==> config.mk <==
export PLATFORM = sky130hd
export DESIGN_NAME = modexp_ctrl
export DESIGN_NICKNAME = d
export VERILOG_FILES = /design/src/rtl/modexp_ctrl_pkg.sv /design/src/rtl/modexp_ctrl.sv
export SDC_FILE = /design/constraint.sdc
export NUM_CORES = 1
export LEC_CHECK = 0
export BUFFER_PORTS_ARGS = -buffer_cell sky130_fd_sc_hd__buf_2
export CAP_MARGIN = 15
export CORE_MARGIN = 1
export CORE_UTILIZATION = 55
export CTS_CLUSTER_SIZE = 12
export DETAILED_ROUTE_END_ITERATION = 12
export PLACE_DENSITY = 0.79
export SYNTH_ARGS = -nofsm -noshare
export SYNTH_HDL_FRONTEND = slang
export SYNTH_SLANG_ARGS = --single-unit
==> constraint.sdc <==
create_clock -name clk -period 4.45 [get_ports clk]
set_input_delay 0.2225 -clock clk [delete_from_list [all_inputs] [get_ports clk]]
set_output_delay 0.2225 -clock clk [all_outputs]
set_load 0.01 [all_outputs]
==> src/rtl/modexp_ctrl_pkg.sv <==
// Shared RSA definitions: default operand width and the modular-exponentiation
// controller state encoding.
package modexp_ctrl_pkg;

    localparam int unsigned MODEXP_W = 6;

    typedef enum logic [2:0] {
        ST_IDLE,
        ST_INIT,
        ST_SQR,
        ST_MUL,
        ST_WAIT,
        ST_DONE
    } state_t;

endpackage

==> src/rtl/modexp_ctrl.sv <==
// Left-to-right square-and-multiply controller computing base^exp mod n, with
// each reduction done by an external registered modulo LUT.
module modexp_ctrl
    import modexp_ctrl_pkg::*;
#(
    parameter int unsigned W = MODEXP_W
) (
    input  logic             clk,
    input  logic             rst,
    input  logic             start,
    input  logic [W-1:0]     base,
    input  logic [W-1:0]     exp,
    input  logic [W-1:0]     n,
    output logic             busy,
    output logic             done,
    output logic [W-1:0]     result,
    output logic             err,
    output logic [2*W-1:0]   lut_func_in,
    output logic [W-1:0]     lut_div,
    input  logic [W-1:0]     lut_func_out
);

    localparam int unsigned KW    = (W > 1) ? $clog2(W) : 1;
    localparam logic [KW-1:0] K_MAX = KW'(W - 1);

    state_t         state;
    state_t         state_next;
    state_t         last_op;
    logic [KW-1:0]  k;
    logic [W-1:0]   acc;
    logic [W-1:0]   base_q;
    logic [W-1:0]   exp_q;
    logic [W-1:0]   n_q;
    state_t         advance;

    assign lut_div = n_q;
    assign advance = (k == '0) ? ST_DONE : ST_SQR;

    always_comb begin
        state_next  = state;
        busy        = 1'b0;
        done        = 1'b0;
        lut_func_in = '0;
        case (state)
            ST_IDLE: begin
                if (start) state_next = (n == '0) ? ST_DONE : ST_INIT;
            end
            ST_INIT: begin
                busy        = 1'b1;
                lut_func_in = (2*W)'(1);
                state_next  = ST_WAIT;
            end
            ST_SQR: begin
                busy        = 1'b1;
                lut_func_in = (2*W)'(acc) * (2*W)'(acc);
                state_next  = ST_WAIT;
            end
            ST_MUL: begin
                busy        = 1'b1;
                lut_func_in = (2*W)'(acc) * (2*W)'(base_q);
                state_next  = ST_WAIT;
            end
            ST_WAIT: begin
                busy = 1'b1;
                // last_op tells which issue state this reduction belongs to
                case (last_op)
                    ST_INIT: state_next = ST_SQR;
                    ST_SQR:  state_next = exp_q[k] ? ST_MUL : advance;
                    default: state_next = advance;
                endcase
            end
            ST_DONE: begin
                done       = 1'b1;
                state_next = ST_IDLE;
            end
            default: state_next = ST_IDLE;
        endcase
    end

    always_ff @(posedge clk) begin
        if (rst) begin
            state   <= ST_IDLE;
            last_op <= ST_IDLE;
            k       <= K_MAX;
            acc     <= '0;
            base_q  <= '0;
            exp_q   <= '0;
            n_q     <= '0;
            result  <= '0;
            err     <= 1'b0;
        end else begin
            state <= state_next;
            if (state == ST_IDLE && start) begin
                base_q <= base;
                exp_q  <= exp;
                n_q    <= n;
                k      <= K_MAX;
                if (n == '0) begin
                    result <= '0;
                    err    <= 1'b1;
                end
            end
            if (state == ST_INIT || state == ST_SQR || state == ST_MUL)
                last_op <= state;
            if (state == ST_WAIT) begin
                acc <= lut_func_out;
                // INIT's reduction starts bit W-1 without moving k
                if (state_next == ST_SQR && last_op != ST_INIT)
                    k <= k - KW'(1);
                if (state_next == ST_DONE) begin
                    result <= lut_func_out;
                    err    <= 1'b0;
                end
            end
        end
    end

endmodule

---- Word level (Yosys, flattened, before mapping) ----
Cells that the tools add are included.
storage, ports and cells
  word-level logic and storage cells ...... 54
  input bits .............................. 27
  bits in registers ....................... 40
operators by class
  $add $sub $neg .......................... 1
  $lt $le $gt $ge ......................... 1
  $mul .................................... 2
  equal/unequal tests ..................... 10
  reduce and logical (&&, ||, !) cells .... 9
  multiplexer cells ....................... 22
operators with widths
  operator                                               count
  one-hot mux 12 bit (3 select lines)                    1
  multiplier 6 x 6 -> 12 bit                             2
  2-to-1 mux 6 bit                                       4
  2-to-1 mux 3 bit                                       7
  == test 3 x 2 -> 1 bit, second input constant          4
  == test 3 bit, second input constant                   3
  one-hot mux 3 bit (3 select lines)                     1
  2-to-1 mux 1 bit                                       7
  == test 3 x 1 -> 1 bit, second input constant          2
  logical NOT 3 bit                                      2
  logical NOT 6 bit                                      1
  one-hot mux 3 bit (2 select lines)                     1
  < comparator 3 x 4 -> 1 bit, second input constant     1
  OR reduction 4 bit                                     1
  binary-select mux 1 bit (select 3 bit)                 1
  inequality test 3 x 1 -> 1 bit, second input constant  1
  OR reduction 3 bit                                     1
  subtractor 3 x 1 -> 3 bit, second input constant       1
  logical AND 1 bit                                      2
  logical OR 1 bit                                       2

---- Logic depth before layout (Yosys ltp) ----
Gate-level depths: netlist (run 1).
  depth after elaboration ................. 9
  mapped depth ............................ 15
  gate-level depth less buffers ........... 14

---- Least setup slack after synthesis (run 1) ----
OpenSTA, ideal clock, no wires.
  kind .................................... register to output
  start ................................... register acc[3]
  end ..................................... output lut_func_in[11]
  stages on the path, launching flop included .. 15
  data arrival time ....................... 3.874 ns
  path slack .............................. 0.353 ns
  buffers on the path ..................... 1
  required time ........................... 4.228 ns
  path through ............................ dfxtp_1 -> clkbuf_1 -> and2_1 -> fa_1 -> inv_1 -> fa_1 -> fa_1 -> inv_1 -> ha_1 -> a21oi_1 -> o21ai_1 -> a2111oi_0 -> or4_1 -> a21oi_1 -> a211oi_1
between the ends
  word-level cells in the longest chain between the ends .. 2
ends and longest elaborated chain
  element                                               RTL line                              RTL
  from (decl)                                           modexp_ctrl.sv:30                     logic [W-1:0] acc;
  from (signal assigned)                                modexp_ctrl.sv:106                    acc <= lut_func_out;
  multiplier 6 x 6 -> 12 bit, on equally long branches  modexp_ctrl.sv:60, modexp_ctrl.sv:55
  one-hot mux 12 bit (3 select lines) (*)               modexp_ctrl.sv:44                     case (state)
  to (decl)                                             modexp_ctrl.sv:18                     output logic [2*W-1:0] lut_func_in,
Every way passes the cells marked *; elsewhere a longest branch is shown, timed or not.

---- Final worst setup path (run 1) ----
  start ................................... register base_q[5]
  end ..................................... output lut_func_in[11]
between the ends
  word-level cells in the longest chain between the ends .. 2
ends and longest elaborated chain
  element                              RTL line           RTL
  from (decl)                          modexp_ctrl.sv:31  logic [W-1:0] base_q;
  from (signal assigned)               modexp_ctrl.sv:94  base_q <= base;
  multiplier 6 x 6 -> 12 bit           modexp_ctrl.sv:60  lut_func_in = (2*W)'(acc) * (2*W)'(base_q);
  one-hot mux 12 bit (3 select lines)  modexp_ctrl.sv:44
Every way passes these cells.

==> metrics.md, run 1 <==
| Metric | Value |
|---|---|
| Pin count of the biggest net entering global routing | `42` |
| VDD IR-drop max | `0.286 mV` |
| Die area | `0.00688 mm^2` |
| Skew final | `0.00390 ns` |
| Main synth FF type | `dfxtp_1` |
| Synthesized flop and latch total | `40` |
| Row count | `29` |
| Min-delay worst type | `in -> reg` |
| Final setup vio count | `0` |
| Post-route setup slack | `0.165 ns` |
| Gr ovfl total | `0` |
| CP Launch Type | `flip-flop` |
| Worst slack, placed | `0.308 ns` |
| Crit path depth | `14` |
| Worst r2r src | `state[0]$_SDFF_PP0_` |
| Critical path fanouts, max | `7` |
| Share of cells above drive strength 1 | `18.5%` |
| Chip width | `83.0 um` |
| Via count | `3108` |
| Cts hold-fix bufs | `0` |
| Hold WS | `0.165 ns` |
| HP Start | `exp[2]` |
| Placer congestion estimate | `0.816` |
| Worst-path cell chain | `nand2_1 > fa_1 > inv_1 > fa_1 > inv_1 > fa_1 > inv_1 > ha_1 > o21ai_1 > a21oi_2 > o41ai_2 > xnor2_1 > a211oi_1 > buf_2` |
| Share of the synthesized area in the top cell type | `22.2%` |
| Register area share after synthesis | `22.2%` |
| Drt drc | `0` |
| Post-Synthesis Cells | `443` |
| Non-filler cells, final | `569` |
| CP delay by family, top | `adder cells` |
| Vias per cell | `5.46` |
| Final TNS setup | `0 ns` |
| Clk buf depth | `2` |
| Kind of critical path | `reg -> out` |
| Worst setup EP type | `output pin` |
| Core area | `0.00635 mm^2` |
| RR Endpoint | `k[1]$_SDFF_PP0_` |
| Max Fclk | `233 MHz` |
| Max-cap violations | `0` |
| Final hold violation count | `0` |
| Period utilisation layout | `96.3%` |
| Initial antenna violation count | `0` |
| Syn_nets | `530` |
| First-pass GRT wire length | `13400 um` |
| Fin. max-slew vios | `0` |
| Num CTS Buffers | `5` |
| Clk root buf | `clkbuf_8` |
| H-tree levels | `2` |
| Worst Tran Pin Value | `0.896 ns` |
| Util after Layout | `64.7%` |
| Unrepaired setup endpoints after global routing | `false` |
| Final wirelength | `7910 um` |
| Post-synth top cells | `nand2_1, inv_1, dfxtp_1` |
| Reg2Reg Setup Slack | `2.15 ns` |
| Initial core utilization | `56.8%` |
| WL per Instance | `13.9 um` |
| TritonCTS clock tree | `done` |
| Post-synth EDFFs | `0` |
| Crit path largest cell delay | `0.54 ns` |
| Chip height | `83.0 um` |
| Yosys top cell by area | `dfxtp_1` |
| CP Data Arrival Time | `4.06 ns` |
| Status | `complete, no violations` |
| Cell with the most instances after synthesis | `nand2_1` |
| Power Density | `181 mW/mm^2` |
| Area grow syn2layout | `14.0%` |
| Top post-synthesis cells by area | `dfxtp_1, fa_1, ha_1` |
| Port bufs | `53` |
| Distinct cell type count after synthesis | `51` |
| R2R depth | `6` |
| Clk sinks | `40` |
| Vias in the first global route | `3098` |
| Placed cells | `562` |
| 1st-pass router iterations | `5` |
| Synthesized area per cell | `8.14 um^2` |
| Yosys warns | `0` |
| Required time worst endpoint | `4.23 ns` |
| Detailed Route Iter0 Violations | `121` |
| Final nets | `579` |
| Worst-skew pair later-pin latency | `0.29 ns` |
| Slew Limit Headroom | `40.2%` |
| Leakage power total | `1.99 nW` |
| WP buf/inv | `4` |
| Hpwl dp | `6260 um` |
| Crit path launch | `base_q[5]$_SDFFE_PP0P_` |
| GRT Util Overall | `23.7%` |
| ANT cells | `0` |
| I/O Pins | `54` |
| Clk pin slew, worst setup/hold paths | `0.07 ns` |
| Fin crit period | `4.28 ns` |
| Synth Cell Area | `0.00360 mm^2` |
| CP endpoint | `lut_func_in[11]` |
| Critical-path top delay cell | `fa_1` |
| Post-synth ARST share | `0%` |
| Final ANT Viol Nets | `0` |
==> flip-flops by register name, summed over array words and instances, names as in the netlist <==
name and flops:
result 6, lut_div 6, k 3, state 3
last_op 3, base_q 6, exp_q 6, acc 6
err 1
==> worst min-delay path, delay by kind of cell <==
family                 cells  cell delay (ns)
buffers and inverters      1             0.09
AO/OA/AOI/OAI              1             0.05
AND/OR/NAND/NOR            1             0.04
==> metal layers <==
metal / track usage, % / share of wire (%) / up-vias
met5: 0 / 0 / -
met2: 44.4 / 53 / 79
met1: 28.1 / 42 / 1476
met3: 2.39 / 3.2 / 11
li1: - / - / 1542
met4: 7.68 / 1.7 / 0
==> where the power goes <==
part | internal, mW | total [mW] | switching (mW)
combinational | 0.0516 | 0.122 | 0.0709
clock | 0.107 | 0.224 | 0.118
sequential | 0.374 | 0.396 | 0.0214
total | 0.532 | 0.742 | 0.210
==> cell type report <==
cell class,count,area (um^2)
multi-input combinational,333,2620
fill,556,2240
sequential,40,803
timing repair buffer,60,318
inverter,52,195
tap,77,96.3
clock buffer,6,72.6
clock inverter,1,5.00
==> per-stage QoR <==
step           power [mW]  instance area, um^2
3_3_place_gp        0.521                 3960
2_1_floorplan       0.479                 3600
3_5_place_dp        0.525                 3960
6_report            0.742                 4110
4_1_cts             0.746                 4050
5_1_grt             0.778                 4110
==> placed cells by master (no fill, tap or decap), types with 4 or more instances in the layout <==
cell type,count
nand2_1,73
buf_2,53
inv_1,52
dfxtp_1,38
a21oi_1,35
and2_1,34
ha_1,33
nor2_1,30
fa_1,25
xnor2_1,11
nor2b_1,10
nor3_1,8
o21ai_0,7
buf_4,7
mux2i_1,5
clkbuf_8,5
a22o_1,4
==> repair_timing <==
item	CTS	global route
pin swaps	0	4
buffers inserted	0	0
gates resized for setup	2	13
setup endpoints to repair	1	2
==> worst min path at each step <==
| stage | cells after the start | to |
|---|---|---|
| 2_1_floorplan | 1 | result[1]$_SDFF_PP0_ |
| 3_3_place_gp | 2 | lut_div[3]$_SDFFE_PP0P_ |
| 3_5_place_dp | 2 | lut_div[3]$_SDFFE_PP0P_ |
| 4_1_cts | 3 | exp_q[2]$_SDFFE_PP0P_ |
| 5_1_grt | 2 | result[3]$_SDFF_PP0_ |
| 6_report | 3 | exp_q[2]$_SDFFE_PP0P_ |
==> logic make-up after synthesis <==
kind of cell,count (synthesis),share of synthesized area (%)
buffers and inverters,70,7.29
adders and majority gates,60,26.0
AOI/OAI and AO/OA,71,12.8
DFF,40,22.2
muxes,8,2.64
and+or+nand+nor,180,25.6
xor gates and xnor gates,14,3.40
(Power assumes the default switching activity.)
==> run 2, diff against run 1 <==
==> constraint.sdc (replaced) <==
create_clock -name clk -period 4.45 [get_ports clk]
set_input_delay 0.6675 -clock clk [delete_from_list [all_inputs] [get_ports clk]]
set_output_delay 0.6675 -clock clk [all_outputs]
set_load 0.01 [all_outputs]
==> run 2 against run 1 <==
The flow now finishes with violations (negative setup slack). Largest cell class unchanged. Global-route usage up 3.1 points. Worst setup slack got worse by 0.24 ns. Critical path depth unchanged. Die area unchanged. Utilization up 5.2 points.
==> metrics.md, run 2 (synthesis gave the netlist of run 1 again) <==
| Metric | Value |
|---|---|
| Top Metal Used | `met4 (unchanged)` |
| GRT Util Overall | `26.7% (was 23.7%)` |
| Hpwl dp | `6700 um (was 6260 um)` |
| Final ANT Viol Nets | `0 (unchanged)` |
| Worst-path cell chain | `and2_4 > fa_1 > inv_2 > fa_2 > fa_1 > inv_2 > ha_4 > a21oi_4 > o21ai_4 > a2111oi_4 > or4_1 > a21oi_2 > a211oi_2 > buf_2 (was nand2_1 > fa_1 > inv_1 > fa_1 > inv_1 > fa_1 > inv_1 > ha_1 > o21ai_1 > a21oi_2 > o41ai_2 > xnor2_1 > a211oi_1 > buf_2)` |
| Met2 WL post-DR | `4580 um (was 4180 um)` |
| Most common cell after layout, fill and taps aside | `nand2_1 (unchanged)` |
| Leakage power total | `2.12 nW (was 1.99 nW)` |
| Via count | `3183 (was 3108)` |
| Worst Tran Pin Value | `0.926 ns (was 0.896 ns)` |
| I/O Pins | `54 (unchanged)` |
| Clk sinks | `40 (unchanged)` |
| Clk pin slew, worst setup/hold paths | `0.08 ns (was 0.07 ns)` |
| Cts hold-fix bufs | `0 (unchanged)` |
| Share of cells above drive strength 1 | `27.8% (was 18.5%)` |
| Hold WS | `0.455 ns (was 0.165 ns)` |
| Initial antenna violation count | `0 (unchanged)` |
| First-pass GRT wire length | `15300 um (was 13400 um)` |
| VDD IR-drop max | `0.283 mV (was 0.286 mV)` |
| Fin. max-slew vios | `0 (unchanged)` |
| Critical path fanouts, max | `6 (was 7)` |
| Status | `finished with violations (was complete, no violations)` |
| Chip width | `83.0 um (unchanged)` |
| Commonest cells after routing, fill and taps aside | `nand2_1, buf_2, inv_1, a21oi_1, dfxtp_1 (was nand2_1, buf_2, inv_1, dfxtp_1, a21oi_1)` |
| Final nets | `596 (was 579)` |
| Final hold violation count | `0 (unchanged)` |
| Critical-path top delay cell | `fa_1 (unchanged)` |
| Placer congestion estimate | `0.888 (was 0.816)` |
| Worst setup EP type | `output pin (unchanged)` |
| Max Fclk | `221 MHz (was 233 MHz)` |
| Crit path largest cell delay | `0.55 ns (was 0.54 ns)` |
| Fin crit period | `4.53 ns (was 4.28 ns)` |
| Drt drc | `0 (unchanged)` |
| Chip height | `83.0 um (unchanged)` |
| Routed met3 length | `281 um (was 252 um)` |
| Non-filler cells, final | `587 (was 569)` |
| Final TNS setup | `-0.106 ns (was 0 ns)` |
| WL per Instance | `14.7 um (was 13.9 um)` |
| Vias per cell | `5.42 (was 5.46)` |
| Die area | `0.00688 mm^2 (unchanged)` |
| Area grow syn2layout | `23.1% (was 14.0%)` |
| Util after Layout | `69.9% (was 64.7%)` |
| H-tree levels | `2 (unchanged)` |
| CP delay by family, top | `adder cells (unchanged)` |
| Placed inst area | `0.00406 mm^2 (was 0.00396 mm^2)` |
| Violated checks | `negative setup slack` |
| Num CTS Buffers | `5 (unchanged)` |
| Port bufs | `53 (unchanged)` |
| Placed cells | `575 (was 562)` |
| CP Data Arrival Time | `3.86 ns (was 4.06 ns)` |
| Pin count of the biggest net entering global routing | `42 (unchanged)` |
| Worst-skew pair later-pin latency | `0.29 ns (about the same)` |
| 1st-pass router iterations | `4 (was 5)` |
| CP Launch Type | `flip-flop (unchanged)` |
| WP buf/inv | `3 (was 4)` |
| Unrepaired setup endpoints after global routing | `true (was false)` |
| Initial core utilization | `56.8% (unchanged)` |
| Clk root buf | `clkbuf_8 (unchanged)` |
| Row count | `29 (unchanged)` |
| Gr ovfl total | `0 (unchanged)` |
| Final Instance Area | `0.00444 mm^2 (was 0.00411 mm^2)` |
| Wire length on met1 | `3620 um (was 3350 um)` |
| Power Density | `192 mW/mm^2 (was 181 mW/mm^2)` |
| Final setup vio count | `2 (was 0)` |
| TritonCTS clock tree | `done (unchanged)` |
| Detailed Route Iter0 Violations | `134 (was 121)` |
| Core area | `0.00635 mm^2 (unchanged)` |
| Required time worst endpoint | `3.78 ns (was 4.23 ns)` |
| Slew Limit Headroom | `38.2% (was 40.2%)` |
| Max-cap violations | `0 (unchanged)` |
| Final wirelength | `8650 um (was 7910 um)` |
| Fill count | `517 (was 556)` |
| Skew final | `0.00501 ns (was 0.00390 ns)` |
| Min-delay worst type | `reg -> reg (was in -> reg)` |
| Kind of critical path | `reg -> out (unchanged)` |
| ANT cells | `0 (unchanged)` |
| Period utilisation layout | `102% (was 96.3%)` |
| Post-route setup slack | `-0.0785 ns (was 0.165 ns)` |
| Vias in the first global route | `3399 (was 3098)` |
| Clk buf depth | `2 (unchanged)` |
## run 2: cell count changes in the layout (fill, tap and decap cells not counted), sizes merged
cell / before / now
clkinv: 1 / 0
buf: 60 / 77
clkbuf: 6 / 7
bufinv: 0 / 1
## run 2: metrics by stage
step	setup slack, ns	power (mW)
after CTS	-0.138	0.855
after floorplan	0.0366	0.480
after global placement	0.0268	0.531
after detailed placement	-0.102	0.535
after global routing	-0.229	0.892
final	-0.0785	0.853
## run 2: per-layer routing
metal  global-route usage (%)  vias up
li1                         -     1577
met1                     32.1     1519
met2                     49.3       69
met3                     3.38       18
met4                     8.31        0
met5                        0        -
## run 2: path summary, 6_finish.rpt
| path | from | end | slack [ns] | depth (start not counted) |
|---|---|---|---|---|
| worst max-delay path | acc[2]$_SDFFE_PP0N_ | lut_func_in[11] | -0.08 | 14 |
| worst min-delay path | lut_div[2]$_SDFFE_PP0P_ | lut_div[2]$_SDFFE_PP0P_ | 0.45 | 2 |
| worst max register to register | state[0]$_SDFF_PP0_ | k[1]$_SDFF_PP0_ | 2.21 | 6 |
| worst min register to register | lut_div[2]$_SDFFE_PP0P_ | lut_div[2]$_SDFFE_PP0P_ | 0.45 | 2 |
## run 2: tightest hold or removal path, delay by kind of cell (launching register included)
family,cells,cell delay [ns]
simple gates,1,0.05
compound gates,1,0.05
flops,1,0.31
## run 2: final cells by class
| cell class | instances | area, um^2 | area share, % |
|---|---|---|---|
| inverter | 52 | 195 | 4.40 |
| clock buffer | 7 | 96.3 | 2.17 |
| multi-input combinational | 333 | 2740 | 61.8 |
| clock inverter | 1 | 30.0 | 0.677 |
| sequential | 40 | 816 | 18.4 |
| timing repair buffer | 77 | 460 | 10.4 |
| tap | 77 | 96.3 | 2.17 |
## run 2: what timing repair did
item,4_1_cts,5_1_grt
pin swaps,23,12
buffers inserted,2,3
endpoints found under the setup margin,6,6
gates resized for setup,42,17
## run 2: power by group
part / internal [mW] / total (mW) / switching, mW
registers: 0.374 / 0.393 / 0.0189
logic: 0.0601 / 0.140 / 0.0794
clock network: 0.198 / 0.321 / 0.123
==> run 3, diff against run 2 <==
Settings changed: ABC_AREA set to 1, SKIP_CTS_REPAIR_TIMING set to 1.
==> run 3 against run 2 <==
The flow now finishes without violations. Sequential share of layout area increased by 1.1 points. Non-clock buffer count decreased by 12. Clock skew increased by 0.00084 ns. Utilization decreased by 2.8 points. Die area increased by 1.1%. Power decreased by 2.2%. Critical path depth increased by 3. Largest cell class unchanged. Largest power group unchanged. Highest routed layer unchanged.
==> metrics.md, run 3 <==
| Metric | Value |
|---|---|
| Status | `complete, no violations (was finished with violations)` |
| Fin. max-slew vios | `0 (unchanged)` |
| Port bufs | `53 (unchanged)` |
| Initial core utilization | `57.1% (was 56.8%)` |
| HP Start | `exp_q[0]$_SDFFE_PP0P_ (was lut_div[2]$_SDFFE_PP0P_)` |
| Vias in the first global route | `3224 (was 3399)` |
| Critical path fanouts, max | `5 (was 6)` |
| Min-delay worst type | `reg -> reg (unchanged)` |
| Clk root buf | `clkbuf_8 (unchanged)` |
| Chip width | `83.4 um (was 83.0 um)` |
| H-tree levels | `2 (unchanged)` |
| Detailed Route Iter0 Violations | `138 (was 134)` |
| Area of the multi-input gates | `0.00245 mm^2 (was 0.00274 mm^2)` |
| Power Density | `195 mW/mm^2 (was 192 mW/mm^2)` |
| Max-cap violations | `0 (unchanged)` |
| Final Instance Area | `0.00428 mm^2 (was 0.00444 mm^2)` |
| Final ANT Viol Nets | `0 (unchanged)` |
| Final hold violation count | `0 (unchanged)` |
| Worst r2r src | `state[0]$_SDFF_PP0_ (unchanged)` |
| Period utilisation layout | `97.3% (was 102%)` |
| Fill count | `553 (was 517)` |
| Distinct cell type count after synthesis | `35 (was 51)` |
| Syn_nets | `613 (was 530)` |
| Chip height | `83.4 um (was 83.0 um)` |
| Hpwl dp | `6370 um (was 6700 um)` |
| Synthesized flop and latch total | `40 (unchanged)` |
| ANT cells | `0 (unchanged)` |
| Clk sinks | `40 (unchanged)` |
| Crit path launch | `acc[5]$_SDFFE_PP0N_ (was acc[2]$_SDFFE_PP0N_)` |
| CP Data Arrival Time | `3.66 ns (was 3.86 ns)` |
| Main synth FF type | `dfxtp_1 (unchanged)` |
| Post-synth ARST share | `0% (unchanged)` |
| FF+latch area | `835 um^2 (was 816 um^2)` |
| Register area share after synthesis | `22.0% (was 22.2%)` |
| Final nets | `670 (was 596)` |
| Clk pin slew, worst setup/hold paths | `0.07 ns (was 0.08 ns)` |
| WL per Instance | `12.4 um (was 14.7 um)` |
| Placer congestion estimate | `0.953 (was 0.888)` |
| Kind of critical path | `reg -> out (unchanged)` |
| Hold path depth | `2 (unchanged)` |
| Fin crit period | `4.33 ns (was 4.53 ns)` |
| Die area | `0.00695 mm^2 (was 0.00688 mm^2)` |
| Final wirelength | `8220 um (was 8650 um)` |
| Initial antenna violation count | `0 (unchanged)` |
| Drt drc | `0 (unchanged)` |
| Worst Tran Pin Value | `0.796 ns (was 0.926 ns)` |
| Commonest cells after routing, fill and taps aside | `inv_1, nand2_1, buf_2, nor2_1, o21ai_0 (was nand2_1, buf_2, inv_1, a21oi_1, dfxtp_1)` |
| Cell with the most instances after synthesis | `inv_1 (was nand2_1)` |
| Most common cell after layout, fill and taps aside | `inv_1 (was nand2_1)` |
| Vias per cell | `5.10 (was 5.42)` |
| Final setup vio count | `0 (was 2)` |
| Util after Layout | `67.1% (was 69.9%)` |
| VDD IR-drop max | `0.286 mV (was 0.283 mV)` |
| Num CTS Buffers | `5 (unchanged)` |
| Pin count of the biggest net entering global routing | `34 (was 42)` |
| Worst setup EP type | `output pin (unchanged)` |
| TritonCTS clock tree | `done (unchanged)` |
| GRT Util Overall | `23.5% (was 26.7%)` |
| Skew final | `0.00585 ns (was 0.00501 ns)` |
| Core area | `0.00639 mm^2 (was 0.00635 mm^2)` |
| Via count | `3373 (was 3183)` |
| Worst-skew pair later-pin latency | `0.29 ns (about the same)` |
| First-pass GRT wire length | `13600 um (was 15300 um)` |
| Share of the synthesized area in the top cell type | `22.0% (was 22.2%)` |
| Leakage power total | `2.34 nW (was 2.12 nW)` |
| 1st-pass router iterations | `4 (unchanged)` |
| Top post-synthesis cells by area | `dfxtp_1, fa_1, ha_1 (unchanged)` |
| R2R depth | `6 (unchanged)` |
| Yosys top cell by area | `dfxtp_1 (unchanged)` |
| Max Fclk | `231 MHz (was 221 MHz)` |
| Synth Cell Area | `0.00364 mm^2 (was 0.00360 mm^2)` |
| Share of cells above drive strength 1 | `20.4% (was 27.8%)` |
| Required time worst endpoint | `3.78 ns (about the same)` |
| Post-Synthesis Cells | `526 (was 443)` |
| Placed inst area | `0.00399 mm^2 (was 0.00406 mm^2)` |
| I/O Pins | `54 (unchanged)` |
| Row count | `29 (unchanged)` |
| Post-synth EDFFs | `0 (unchanged)` |
| Clk buf depth | `2 (unchanged)` |
| Area grow syn2layout | `17.5% (was 23.1%)` |
| Gr ovfl total | `0 (unchanged)` |
| Slew Limit Headroom | `46.9% (was 38.2%)` |
| Synthesized area per cell | `6.93 um^2 (was 8.14 um^2)` |
| Yosys warns | `0 (unchanged)` |
| Post-synth top cells | `inv_1, nand2_1, nor2_1 (was nand2_1, inv_1, dfxtp_1)` |
| CP Launch Type | `flip-flop (unchanged)` |
==> run 3: cell types whose count changed after synthesis, moves of 5 or more <==
cell	delta
nor2_1	+19
mux2i_1	-5
and2_1	-34
inv_1	+64
a21oi_1	-6
xnor2_1	-9
o21ai_0	+33
nand3_1	+16
nand2_1	+34
nor2b_1	-10
==> run 3: cells by family after synthesis <==
group                      Yosys count  synth area share (%)
xor gates and xnor gates             7                  1.68
buffers and inverters              135                  14.1
AOI/OAI and AO/OA                   86                  12.7
DFF                                 40                  22.0
and+or+nand+nor                    198                  23.8
adders and majority gates           60                  25.8
==> run 3: report_power, final <==
part           internal (mW)  switching [mW]  leakage (nW)
clock network          0.126           0.117        0.0445
logic                 0.0721           0.113          1.97
registers              0.381          0.0258         0.334
total                  0.579           0.255          2.34
==> run 3: layout make-up <==
| cell class | instances | area share (%) |
|---|---|---|
| Multi-Input combinational cell | 351 | 57.3 |
| Sequential cell | 40 | 19.5 |
| Inverter | 120 | 10.6 |
| Timing Repair Buffer | 65 | 8.24 |
| Tap cell | 77 | 2.25 |
| Clock buffer | 7 | 2.02 |
| Clock inverter | 1 | 0.175 |
==> run 3: worst paths after layout <==
path | endpoint | slack (ns)
max reg2reg | result[0]$_SDFF_PP0_ | 2.57
max | lut_func_in[8] | 0.12
min reg2reg | exp_q[0]$_SDFFE_PP0P_ | 0.46
min | exp_q[0]$_SDFFE_PP0P_ | 0.46
==> run 3: through the flow <==
step	TNS (ns)	hold WS [ns]	power, mW	cells	worst slack, ns
floorplan	0	0.429	0.531	526	0.298
global placement	0	0.441	0.579	647	0.243
CTS	-0.292	0.459	0.829	655	-0.130
detailed placement	0	0.447	0.586	647	0.178
finish	0	0.456	0.835	661	0.122
global route	-0.0384	0.479	0.884	661	-0.0329
==> run 3: worst max-delay path, cell delays in order, from the launching register on <==
cell and delay, ns:
dfxtp_4 0.36, buf_4 0.14, nand2_1 0.06, inv_1 0.05
fa_1 0.48, inv_1 0.06, fa_1 0.48, fa_1 0.49
inv_1 0.06, ha_4 0.26, a21oi_2 0.14, nand2_2 0.09
nand2_2 0.07, nand2_1 0.06, a21oi_2 0.14, xor2_1 0.20
o22ai_1 0.09, buf_2 0.15
==> run 3: layer usage <==
layer	share of wire, %	GRT usage (%)
met1	44	29.3
met2	50	41.8
met5	0	0
met3	3.3	2.29
met4	2.1	8.93
